===== config.mk =====
export PLATFORM = sky130hd
export DESIGN_NAME = m1_wr_outstanding_slice
export DESIGN_NICKNAME = d
export VERILOG_FILES = /design/src/rtl/m1_wr_outstanding_slice.sv
export SDC_FILE = /design/constraint.sdc
export NUM_CORES = 1
export LEC_CHECK = 0
export BUFFER_PORTS_ARGS = -buffer_cell sky130_fd_sc_hd__buf_2
export CORE_UTILIZATION = 30
export DETAILED_ROUTE_END_ITERATION = 8
export GPL_ROUTABILITY_DRIVEN = 0
export PLACE_DENSITY_LB_ADDON = 0.2
export SYNTH_ARGS = -nofsm -noshare
export SYNTH_HDL_FRONTEND = slang
export SYNTH_SLANG_ARGS = --single-unit

===== constraint.sdc =====
create_clock -name ACLK -period 6.2 [get_ports ACLK]
set_input_delay 1.86 -clock ACLK [delete_from_list [all_inputs] [get_ports ACLK]]
set_output_delay 1.86 -clock ACLK [all_outputs]
set_load 0.005 [all_outputs]

===== src/rtl/m1_wr_outstanding_slice.sv =====
// M1 write-path slice: AW goes through a 2-entry skid buffer and is throttled by an
// outstanding-write counter. B passes straight through, and a B with nothing in flight raises a sticky flag.
module m1_wr_outstanding_slice #(
  parameter int ID_W            = 4,
  parameter int ADDR_W          = 32,
  parameter int LEN_W           = 4,
  parameter int MAX_OUTSTANDING = 8,
  parameter int CNT_W           = $clog2(MAX_OUTSTANDING + 1)
) (
  input  logic              ACLK,
  input  logic              ARESETn,
  input  logic [ID_W-1:0]   M1_AWID,
  input  logic [ADDR_W-1:0] M1_AWADDR,
  input  logic [LEN_W-1:0]  M1_AWLEN,
  input  logic [2:0]        M1_AWSIZE,
  input  logic [1:0]        M1_AWBURST,
  input  logic              M1_AWVALID,
  output logic              M1_AWREADY,
  output logic [ID_W-1:0]   N_AWID,
  output logic [ADDR_W-1:0] N_AWADDR,
  output logic [LEN_W-1:0]  N_AWLEN,
  output logic [2:0]        N_AWSIZE,
  output logic [1:0]        N_AWBURST,
  output logic              N_AWVALID,
  input  logic              N_AWREADY,
  input  logic [ID_W-1:0]   N_BID,
  input  logic [1:0]        N_BRESP,
  input  logic              N_BVALID,
  output logic              N_BREADY,
  output logic [ID_W-1:0]   M1_BID,
  output logic [1:0]        M1_BRESP,
  output logic              M1_BVALID,
  input  logic              M1_BREADY,
  output logic [CNT_W-1:0]  outstanding_cnt,
  output logic              limit_reached,
  output logic              b_underflow_err
);

  localparam int PW = ID_W + ADDR_W + LEN_W + 3 + 2;
  localparam logic [CNT_W-1:0] MAX_C = CNT_W'(MAX_OUTSTANDING);

  typedef enum logic [1:0] {
    EMPTY = 2'd0,
    ONE   = 2'd1,
    TWO   = 2'd2
  } skid_state_t;

  skid_state_t      r_state;
  skid_state_t      w_nextState;
  logic [PW-1:0]    r_main;
  logic [PW-1:0]    r_skid;
  logic [PW-1:0]    w_in;
  logic             w_loadMainIn;
  logic             w_loadMainSkid;
  logic             w_loadSkid;
  logic [CNT_W-1:0] r_cnt;
  logic             r_err;
  logic             r_rdyEn;
  logic             w_upAw;
  logic             w_dnAw;
  logic             w_bHs;

  assign w_in = {M1_AWID, M1_AWADDR, M1_AWLEN, M1_AWSIZE, M1_AWBURST};

  // r_rdyEn keeps AWREADY low in reset while still deriving it from flops only
  assign M1_AWREADY = r_rdyEn && (r_state != TWO) && (r_cnt < MAX_C);
  assign N_AWVALID  = (r_state != EMPTY);
  assign {N_AWID, N_AWADDR, N_AWLEN, N_AWSIZE, N_AWBURST} = r_main;

  assign w_upAw = M1_AWVALID && M1_AWREADY;
  assign w_dnAw = N_AWVALID && N_AWREADY;
  assign w_bHs  = M1_BVALID && M1_BREADY;

  assign M1_BID    = N_BID;
  assign M1_BRESP  = N_BRESP;
  assign M1_BVALID = N_BVALID;
  assign N_BREADY  = M1_BREADY;

  assign outstanding_cnt = r_cnt;
  assign limit_reached   = (r_cnt == MAX_C);
  assign b_underflow_err = r_err;

  always_comb begin
    w_nextState    = r_state;
    w_loadMainIn   = 1'b0;
    w_loadMainSkid = 1'b0;
    w_loadSkid     = 1'b0;
    case (r_state)
      EMPTY: begin
        if (w_upAw) begin
          w_nextState  = ONE;
          w_loadMainIn = 1'b1;
        end
      end
      ONE: begin
        if (w_upAw && !w_dnAw) begin
          w_nextState = TWO;
          w_loadSkid  = 1'b1;
        end else if (w_dnAw && !w_upAw) begin
          w_nextState = EMPTY;
        end else if (w_upAw && w_dnAw) begin
          w_loadMainIn = 1'b1;
        end
      end
      TWO: begin
        if (w_dnAw) begin
          w_nextState    = ONE;
          w_loadMainSkid = 1'b1;
        end
      end
      default: w_nextState = EMPTY;
    endcase
  end

  always_ff @(posedge ACLK or negedge ARESETn) begin
    if (!ARESETn) begin
      r_state <= EMPTY;
      r_main  <= '0;
      r_skid  <= '0;
      r_rdyEn <= 1'b0;
    end else begin
      r_state <= w_nextState;
      r_rdyEn <= 1'b1;
      if (w_loadMainIn) begin
        r_main <= w_in;
      end else if (w_loadMainSkid) begin
        r_main <= r_skid;
      end
      if (w_loadSkid) begin
        r_skid <= w_in;
      end
    end
  end

  // A B with nothing in flight saturates the count at zero and latches the error
  always_ff @(posedge ACLK or negedge ARESETn) begin
    if (!ARESETn) begin
      r_cnt <= '0;
      r_err <= 1'b0;
    end else begin
      if (w_upAw && !w_bHs) begin
        r_cnt <= r_cnt + CNT_W'(1);
      end else if (w_bHs && !w_upAw && (r_cnt != '0)) begin
        r_cnt <= r_cnt - CNT_W'(1);
      end
      if (w_bHs && (r_cnt == '0)) begin
        r_err <= 1'b1;
      end
    end
  end

endmodule

==> results.json, run 1 <==
{
  "switching_share_pct": 28.7,
  "synth_fa_ha_area_share_pct": 1.58,
  "die_h_um": 123,
  "leakage_uw": 0.00280,
  "cts_setup_buffers": 0,
  "timing.final.crit_share_pct": 63.7,
  "grt_pass1_wl_um": 16200,
  "rows": 44,
  "drive_above_1_share_pct": 43.1,
  "synthFlopType": "dfrtp_1",
  "clockPowerShare_pct": 22.6,
  "clk_path_buf_depth": 2,
  "clock_sinks": 98,
  "wl_per_cell_um": 17.3,
  "yosysTopAreaCell": "dfrtp_1",
  "muxShareOfSynthArea_pct": 15.5,
  "htree_levels": 3,
  "synth_area_per_cell_um2": 14.4,
  "cts_tree": "yes",
  "grt_max_degree": 52,
  "insertedDiodeCount": 0,
  "multi_input_area_mm2": 0.00175,
  "clk-insertion-delay-late_ps": 340,
  "synth-seq-cells": 98,
  "nFillCells": 1403,
  "worstSetupEndpointType": "primary output",
  "yosysTopAreaCellShare_pct": 55.4,
  "cts_root_buf": "clkbuf_16",
  "antenna_found_initial": 0,
  "setup_ws_ps": 2250,
  "netlist_area_mm2": 0.00443,
  "yosysSeqAreaShare_pct": 55.4,
  "fmax_mhz": 253,
  "switchingPower_uw": 705,
  "finClkSkew_ps": 6.19,
  "cts_made_buffers": 9,
  "syn_inst": 308,
  "synth-edff-count": 0,
  "hold_path_class": "register to register",
  "vias_per_cell": 4.96,
  "setup_viol": 0,
  "critPathMaxFanout": 3,
  "ant_nets": 0,
  "synth_top_family_by_area": "multiplexers",
  "tightest_slew_ps": 1120,
  "fin_crit_ps": 3950,
  "startpoint": "M1_BREADY",
  "synth-simple-area-share_pct": 9.92,
  "area.growth.synth_to_final_pct": 19.3,
  "pre_cts_ws_ps": 1850,
  "crit_type": "input port to primary output",
  "vias": 2892,
  "initial_core_util_pct": 30.6,
  "comb_power_share_pct": 31.6,
  "slew_violations": 0,
  "slew_headroom_pct": 25.4,
  "synth_cell_types": 37,
  "wl_um": 10100,
  "clk_pin_slew_worst_paths_ps": 60,
  "worstReg2RegEnd": "r_main[35]",
  "ios": 118,
  "cp.depth": 2,
  "nNetsFinal": 457,
  "die-area_mm2": 0.0152,
  "cp_top_family": "buffers and inverters",
  "pwr-share-seq_pct": 45.7,
  "worst-path-buf-inv": 2,
  "critPathArrivalTime_ps": 2090,
  "maxCapViolCount": 0,
  "ys_async_sr_fraction_pct": 100,
  "worstPathCellList": "buf_2 -> buf_2",
  "required_ps": 4340,
  "rr_worst_depth": 8,
  "slowest_stage": "buf_2",
  "hold_viol_final": 0,
  "cts_resized": 0,
  "intPower_uw": 1750,
  "finalInstanceArea_mm2": 0.00528,
  "core-area_mm2": 0.0145,
  "postCtsHoldBufs": 0,
  "grt-ovfl-total": 0,
  "startpoint_type": "input port",
  "die_w_um": 123,
  "rsz0062_at_grt": "false",
  "port-buffer-count": 105,
  "min_path_cells": 1,
  "synthTopCellsByArea": "dfrtp_1 (55%), mux2_4 (14%), a221o_1 (10%)",
  "hold_ws_ps": 477,
  "synth_xor_area_share_pct": 0.396,
  "track_usage_pct": 14.2,
  "cpMostUsedCell": "buf_2",
  "ir_drop_uv": 127,
  "r2r-start": "r_state[1]",
  "status": "finished, final reports clean",
  "synth_compound_area_share_pct": 12.0,
  "rrSetupSlack_ps": 2770,
  "crit_end": "N_BREADY",
  "syn-num-nets": 370,
  "hpwl_um": 6430,
  "p_per_area_mw_per_mm2": 465,
  "first_global_vias": 3009,
  "dr.pass1.iters": 6,
  "yosysWarnings": 0,
  "drcViolationCount": 0,
  "postPlaceCellArea_mm2": 0.00499,
  "cpPeakStageDelay_ps": 120,
  "regArea_mm2": 0.00245,
  "tns_ps": 0,
  "total_power_uw": 2460,
  "dr.first_iter.drc_count": 165
}
[power groups by stage]
stage                     clock network (uW)  registers (uW)  logic, uW
final                                    556            1120        778
after global routing                     597            1160        859
after CTS                                572            1120        795
after detailed placement                   0            1130        793
after global placement                     0            1130        774
after floorplan                            0            1100        528
[layout by cell type (no fill, tap or decap), drive strengths merged, types with 2 or more instances in the layout]
cell / count
nor3b: 2
or2: 2
dfrtp: 98
a221o: 45
ha: 4
nand2: 5
a21o: 2
buf: 107
clkbuf: 13
nor2: 5
o21bai: 2
and3: 45
inv: 4
mux2: 47
[synth_stat cells, types with 4 or more instances]
master,instances
buf_4,8
nand2_1,5
mux2_4,42
a221o_1,45
and3_1,45
ha_1,4
inv_1,4
mux2_1,5
buf_2,6
clkbuf_1,9
buf_6,8
dfrtp_1,98
[flip-flops by register name (all words and copies together), names as in the netlist]
register         cells
outstanding_cnt      4
b_underflow_err      1
r_state              2
r_main              45
r_rdyEn              1
r_skid              45
[worst min path at each step]
stage,to,startpoint,slack (ps)
after floorplan,r_skid[31],r_skid[31],460
after global placement,b_underflow_err,b_underflow_err,450
after detailed placement,b_underflow_err,b_underflow_err,470
after CTS,b_underflow_err,b_underflow_err,480
after global routing,b_underflow_err,b_underflow_err,510
final,b_underflow_err,b_underflow_err,480
[cell families (layout without fill, tap and decap cells)]
group / count (synthesis) / after routing
XOR/XNOR: 2 / 2
other: 1 / 1
AO/OA/AOI/OAI: 55 / 55
multiplexers: 47 / 47
buffers and inverters: 35 / 126
flip-flops: 98 / 98
adder cells (fa/ha/maj): 5 / 5
AND/OR/NAND/NOR: 65 / 65
[layout make-up]
cell class              count  area share, %
inverters                   4          0.284
repair buffers            107           10.3
well taps                 184           4.36
multi-input cells         175           33.2
clock buffers              13           4.74
flip-flops and latches     98           46.4
clock inverters             2          0.711
[per-layer routing]
metal / GRT usage, % / part of all wire (%) / up-vias
met5: 0 / 0 / -
met4: 5.50 / 1.5 / 0
met3: 3.27 / 5.4 / 13
met2: 21.1 / 45 / 75
met1: 20.0 / 48 / 1474
li1: - / - / 1330
[metrics by stage]
step / util, % / instances
6_report: 36.5 / 583
5_1_grt: 36.5 / 583
4_1_cts: 36.5 / 583
3_5_place_dp: 34.5 / 568
3_3_place_gp: 34.5 / 568
2_1_floorplan: - / 308
(Power assumes the default switching activity.)
==> inputs of run 2 (changes only) <==
- clock period: 6.2 -> 3.7 ns (I/O delays scaled with it)
==> results.json, run 2 (synthesized netlist as in run 1, its figures left out) <==
{
  "status": "finished, final reports clean",
  "place_inst": 571,
  "grt_max_degree": 53,
  "postCtsHoldBufs": 0,
  "dr.pass1.iters": 8,
  "critPathArrivalTime_ps": 1710,
  "track_usage_pct": 14.1,
  "nNetsFinal": 460,
  "first_global_vias": 2983,
  "hold_path_class": "register to register",
  "wl_met3_um": 476,
  "leakage_uw": 0.00282,
  "slew_violations": 0,
  "hpwl_um": 6080,
  "die_w_um": 123,
  "wl_um": 10000,
  "slew_headroom_pct": 37.3,
  "initial_core_util_pct": 30.6,
  "ios": 118,
  "wl_per_cell_um": 17.0,
  "topRoutingLayerUsed": "met4",
  "cts_root_buf": "clkbuf_16",
  "die-area_mm2": 0.0152,
  "switching_share_pct": 28.8,
  "cts_resized": 0,
  "cpPeakStageDelay_ps": 480,
  "cts_made_buffers": 9,
  "ant_nets": 0,
  "final_cells": 587,
  "grt_pass1_wl_um": 15800,
  "setup_viol": 0,
  "vias_per_cell": 4.99,
  "antenna_found_initial": 0,
  "p_per_area_mw_per_mm2": 775,
  "vias": 2927,
  "fmax_mhz": 355,
  "final_cell_mix": "buf_2 (104), dfrtp_1 (98), and3_1 (45), a221o_1 (45), mux2_4 (42)",
  "clock_sinks": 98,
  "grt-ovfl-total": 0,
  "drcViolationCount": 0,
  "layout_commonest_cell": "buf_2",
  "clk-insertion-delay-late_ps": 340,
  "critPathMaxFanout": 50,
  "cts_tree": "yes",
  "finClkSkew_ps": 8.49,
  "tns_ps": 0,
  "comb_power_share_pct": 31.6,
  "rsz0062_at_grt": "false",
  "fin_crit_ps": 2820,
  "port-buffer-count": 105,
  "timing.final.crit_share_pct": 76.2,
  "worstSetupEndpointType": "primary output",
  "m1WireLength_um": 4730,
  "hold_ws_ps": 480,
  "clk_path_buf_depth": 2,
  "rrSetupSlack_ps": 1190,
  "required_ps": 2590,
  "rows": 44,
  "insertedDiodeCount": 0,
  "finalInstanceArea_mm2": 0.00534,
  "die_h_um": 123,
  "dr.first_iter.drc_count": 135,
  "ir_drop_uv": 310,
  "wl_met2_um": 4600,
  "drive_above_1_share_pct": 44.4,
  "switchingPower_uw": 1190,
  "core-area_mm2": 0.0145,
  "hold_viol_final": 0,
  "pwr-share-seq_pct": 45.4,
  "intPower_uw": 2940,
  "area.growth.synth_to_final_pct": 20.5,
  "htree_levels": 3,
  "postPlaceCellArea_mm2": 0.00503,
  "clk_pin_slew_worst_paths_ps": 70,
  "crit_type": "register to primary output",
  "tightest_slew_ps": 941,
  "utilization_pct": 36.8,
  "clockPowerShare_pct": 23.0,
  "worstPathCellList": "nor2b_4 -> buf_4 -> nor3b_1 -> buf_2",
  "slowest_stage": "dfrtp_1",
  "startpoint_type": "register",
  "cts_setup_buffers": 0,
  "maxCapViolCount": 0
}
==> run 2: per-layer routing <==
metal	vias to the layer above	global-route usage, %
li1	1335	-
met5	-	0
met2	83	22.0
met1	1498	18.3
met4	0	6.85
met3	11	3.23
==> run 2: worst paths after layout <==
kind / start / to / depth (start not counted)
hold reg to reg: b_underflow_err / b_underflow_err / 1
hold / removal: b_underflow_err / b_underflow_err / 1
max in group asynchronous: ARESETn / r_skid[26] / 2
setup / recovery: r_state[1] / M1_AWREADY / 4
setup reg to reg: r_state[1] / outstanding_cnt[3] / 9
min in group asynchronous: ARESETn / r_rdyEn / 1
==> run 2: layout make-up <==
cell class | count | area, um2
timing repair buffer | 110 | 578
fill | 1414 | 9140
inverter | 4 | 15.0
clock buffer | 10 | 239
sequential | 98 | 2450
tap | 184 | 230
clock inverter | 6 | 66.3
multi-input combinational | 175 | 1750
==> run 2: critical path, delay by kind of cell, from the launching register on <==
kind | cells | cell delay [ps]
buffers and inverters | 2 | 600
flip-flops | 1 | 480
AND/OR/NAND/NOR | 2 | 290
==> run 2: power groups by stage <==
stage / Combinational [uW] / Clock (uW) / Sequential (uW)
after global routing: 1460 / 1030 / 1940
after detailed placement: 1340 / 0 / 1880
after floorplan: 885 / 0 / 1840
final: 1310 / 952 / 1880
after global placement: 1310 / 0 / 1870
after CTS: 1330 / 991 / 1870
==> run 2: through the flow <==
stage | power, uW | setup WS [ps]
3_3_place_gp | 3180 | 690
5_1_grt | 4420 | 750
4_1_cts | 4200 | 858
3_5_place_dp | 3210 | 644
6_report | 4140 | 882
2_1_floorplan | 2730 | 1070
==> inputs of run 3 (changes only) <==
- clock period: 3.7 -> 2.7 ns (I/O delays scaled with it)
==> results.json, run 3 (synthesized netlist as in run 1, its figures left out) <==
{
  "hold_path_class": "input port to asynchronous set/reset pin",
  "die_w_um": 123,
  "fin_crit_ps": 2450,
  "postCtsHoldBufs": 0,
  "place_inst": 576,
  "grt_pass1_wl_um": 16000,
  "grt_max_degree": 47,
  "worstSetupEndpointType": "register",
  "finalInstanceArea_mm2": 0.00539,
  "status": "finished, final reports clean",
  "pre_cts_ws_ps": -132,
  "vias": 2939,
  "initial_core_util_pct": 30.6,
  "track_usage_pct": 14.0,
  "htree_levels": 3,
  "die-area_mm2": 0.0152,
  "cts_resized": 0,
  "clock_sinks": 98,
  "fmax_mhz": 408,
  "dr.first_iter.drc_count": 128,
  "hold_viol_final": 0,
  "rsz0062_at_grt": "false",
  "final_cell_mix": "buf_2 (104), dfrtp_1 (98), and3_1 (45), a221o_1 (45), mux2_4 (42)",
  "timing.final.crit_share_pct": 90.8,
  "ant_nets": 0,
  "leakage_uw": 0.00285,
  "critPathMaxFanout": 45,
  "slew_headroom_pct": 19.6,
  "maxCapViolCount": 0,
  "drcViolationCount": 0,
  "cts_setup_buffers": 0,
  "setup_ws_ps": 249,
  "rows": 44,
  "startpoint_type": "register",
  "layout_commonest_cell": "buf_2",
  "antenna_found_initial": 0,
  "die_h_um": 123,
  "dr.pass1.iters": 4,
  "cts_root_buf": "clkbuf_16",
  "crit_type": "register to register",
  "postPlaceCellArea_mm2": 0.00508,
  "grt-ovfl-total": 0,
  "setup_viol": 0,
  "final_cells": 592,
  "insertedDiodeCount": 0,
  "drive_above_1_share_pct": 45.1,
  "total_power_uw": 5720,
  "vias_per_cell": 4.96,
  "critPathArrivalTime_ps": 2730,
  "core-area_mm2": 0.0145,
  "wl_um": 9960,
  "ios": 118,
  "ir_drop_uv": 438,
  "area.growth.synth_to_final_pct": 21.6,
  "nNetsFinal": 465,
  "cts_tree": "yes",
  "clk_pin_slew_worst_paths_ps": 70,
  "wl_per_cell_um": 16.8,
  "tightest_slew_ps": 1210,
  "port-buffer-count": 105,
  "hpwl_um": 6260,
  "cts_made_buffers": 9,
  "required_ps": 2980,
  "finClkSkew_ps": 5.00,
  "clk-insertion-delay-late_ps": 340,
  "p_per_area_mw_per_mm2": 1060,
  "clk_path_buf_depth": 2,
  "slew_violations": 0,
  "first_global_vias": 3019
}
-- run 3: changes by cell type in the layout (fill, tap and decap cells not counted) --
| cell | before | now |
|---|---|---|
| buf_12 | 1 | 2 |
| buf_4 | 5 | 9 |
-- run 3: worst max-delay path, stage by stage (launching register included) --
cell and delay (ps):
dfrtp_1 460, nand3b_4 190, nor2_1 140, ha_1 160, nand2_1 70, o21a_1 130
nor2_4 860, a221o_1 310
-- run 3: cell type report --
| class | count | area (um2) |
|---|---|---|
| Timing Repair Buffer | 115 | 628 |
| Inverter | 4 | 15.0 |
| Clock buffer | 10 | 239 |
| Clock inverter | 6 | 66.3 |
| Multi-Input combinational cell | 175 | 1750 |
| Tap cell | 184 | 230 |
| Sequential cell | 98 | 2450 |
| Fill cell | 1403 | 9090 |
-- run 3: through the flow --
step                util, %  TNS [ps]  hold slack [ps]
detailed placement     35.1     -5350              462
global placement       35.1     -4870              454
CTS                    37.2         0              457
floorplan                 -         0              456
finish                 37.2         0              440
global route           37.2         0              469
-- run 3: power by group --
group	switching (uW)	total, uW	leakage (uW)	internal, uW
Sequential	395	2550	0.00121	2150
Combinational	685	1850	0.00150	1160
Clock	579	1320	0.000141	744
Total	1660	5720	0.00285	4060
-- run 3: final timing paths --
check	start	slack, ps	end	cells after the start
setup / recovery	outstanding_cnt[3]	250	r_main[39]	7
hold / removal	ARESETn	440	r_skid[39]	1
setup reg to reg	outstanding_cnt[3]	250	r_main[39]	7
hold reg to reg	b_underflow_err	480	b_underflow_err	1
max in group asynchronous	ARESETn	1620	r_main[16]	2
min in group ACLK	b_underflow_err	480	b_underflow_err	1
-- run 3: per-layer routing --
metal	global-route usage, %	vias up	share of wire [%]	routed length (um)
met2	21.8	87	46	4610
met5	0	-	0	0
met3	3.60	13	6.0	594
li1	-	1354	-	-
met1	17.9	1485	46	4540
met4	6.93	0	2.1	211
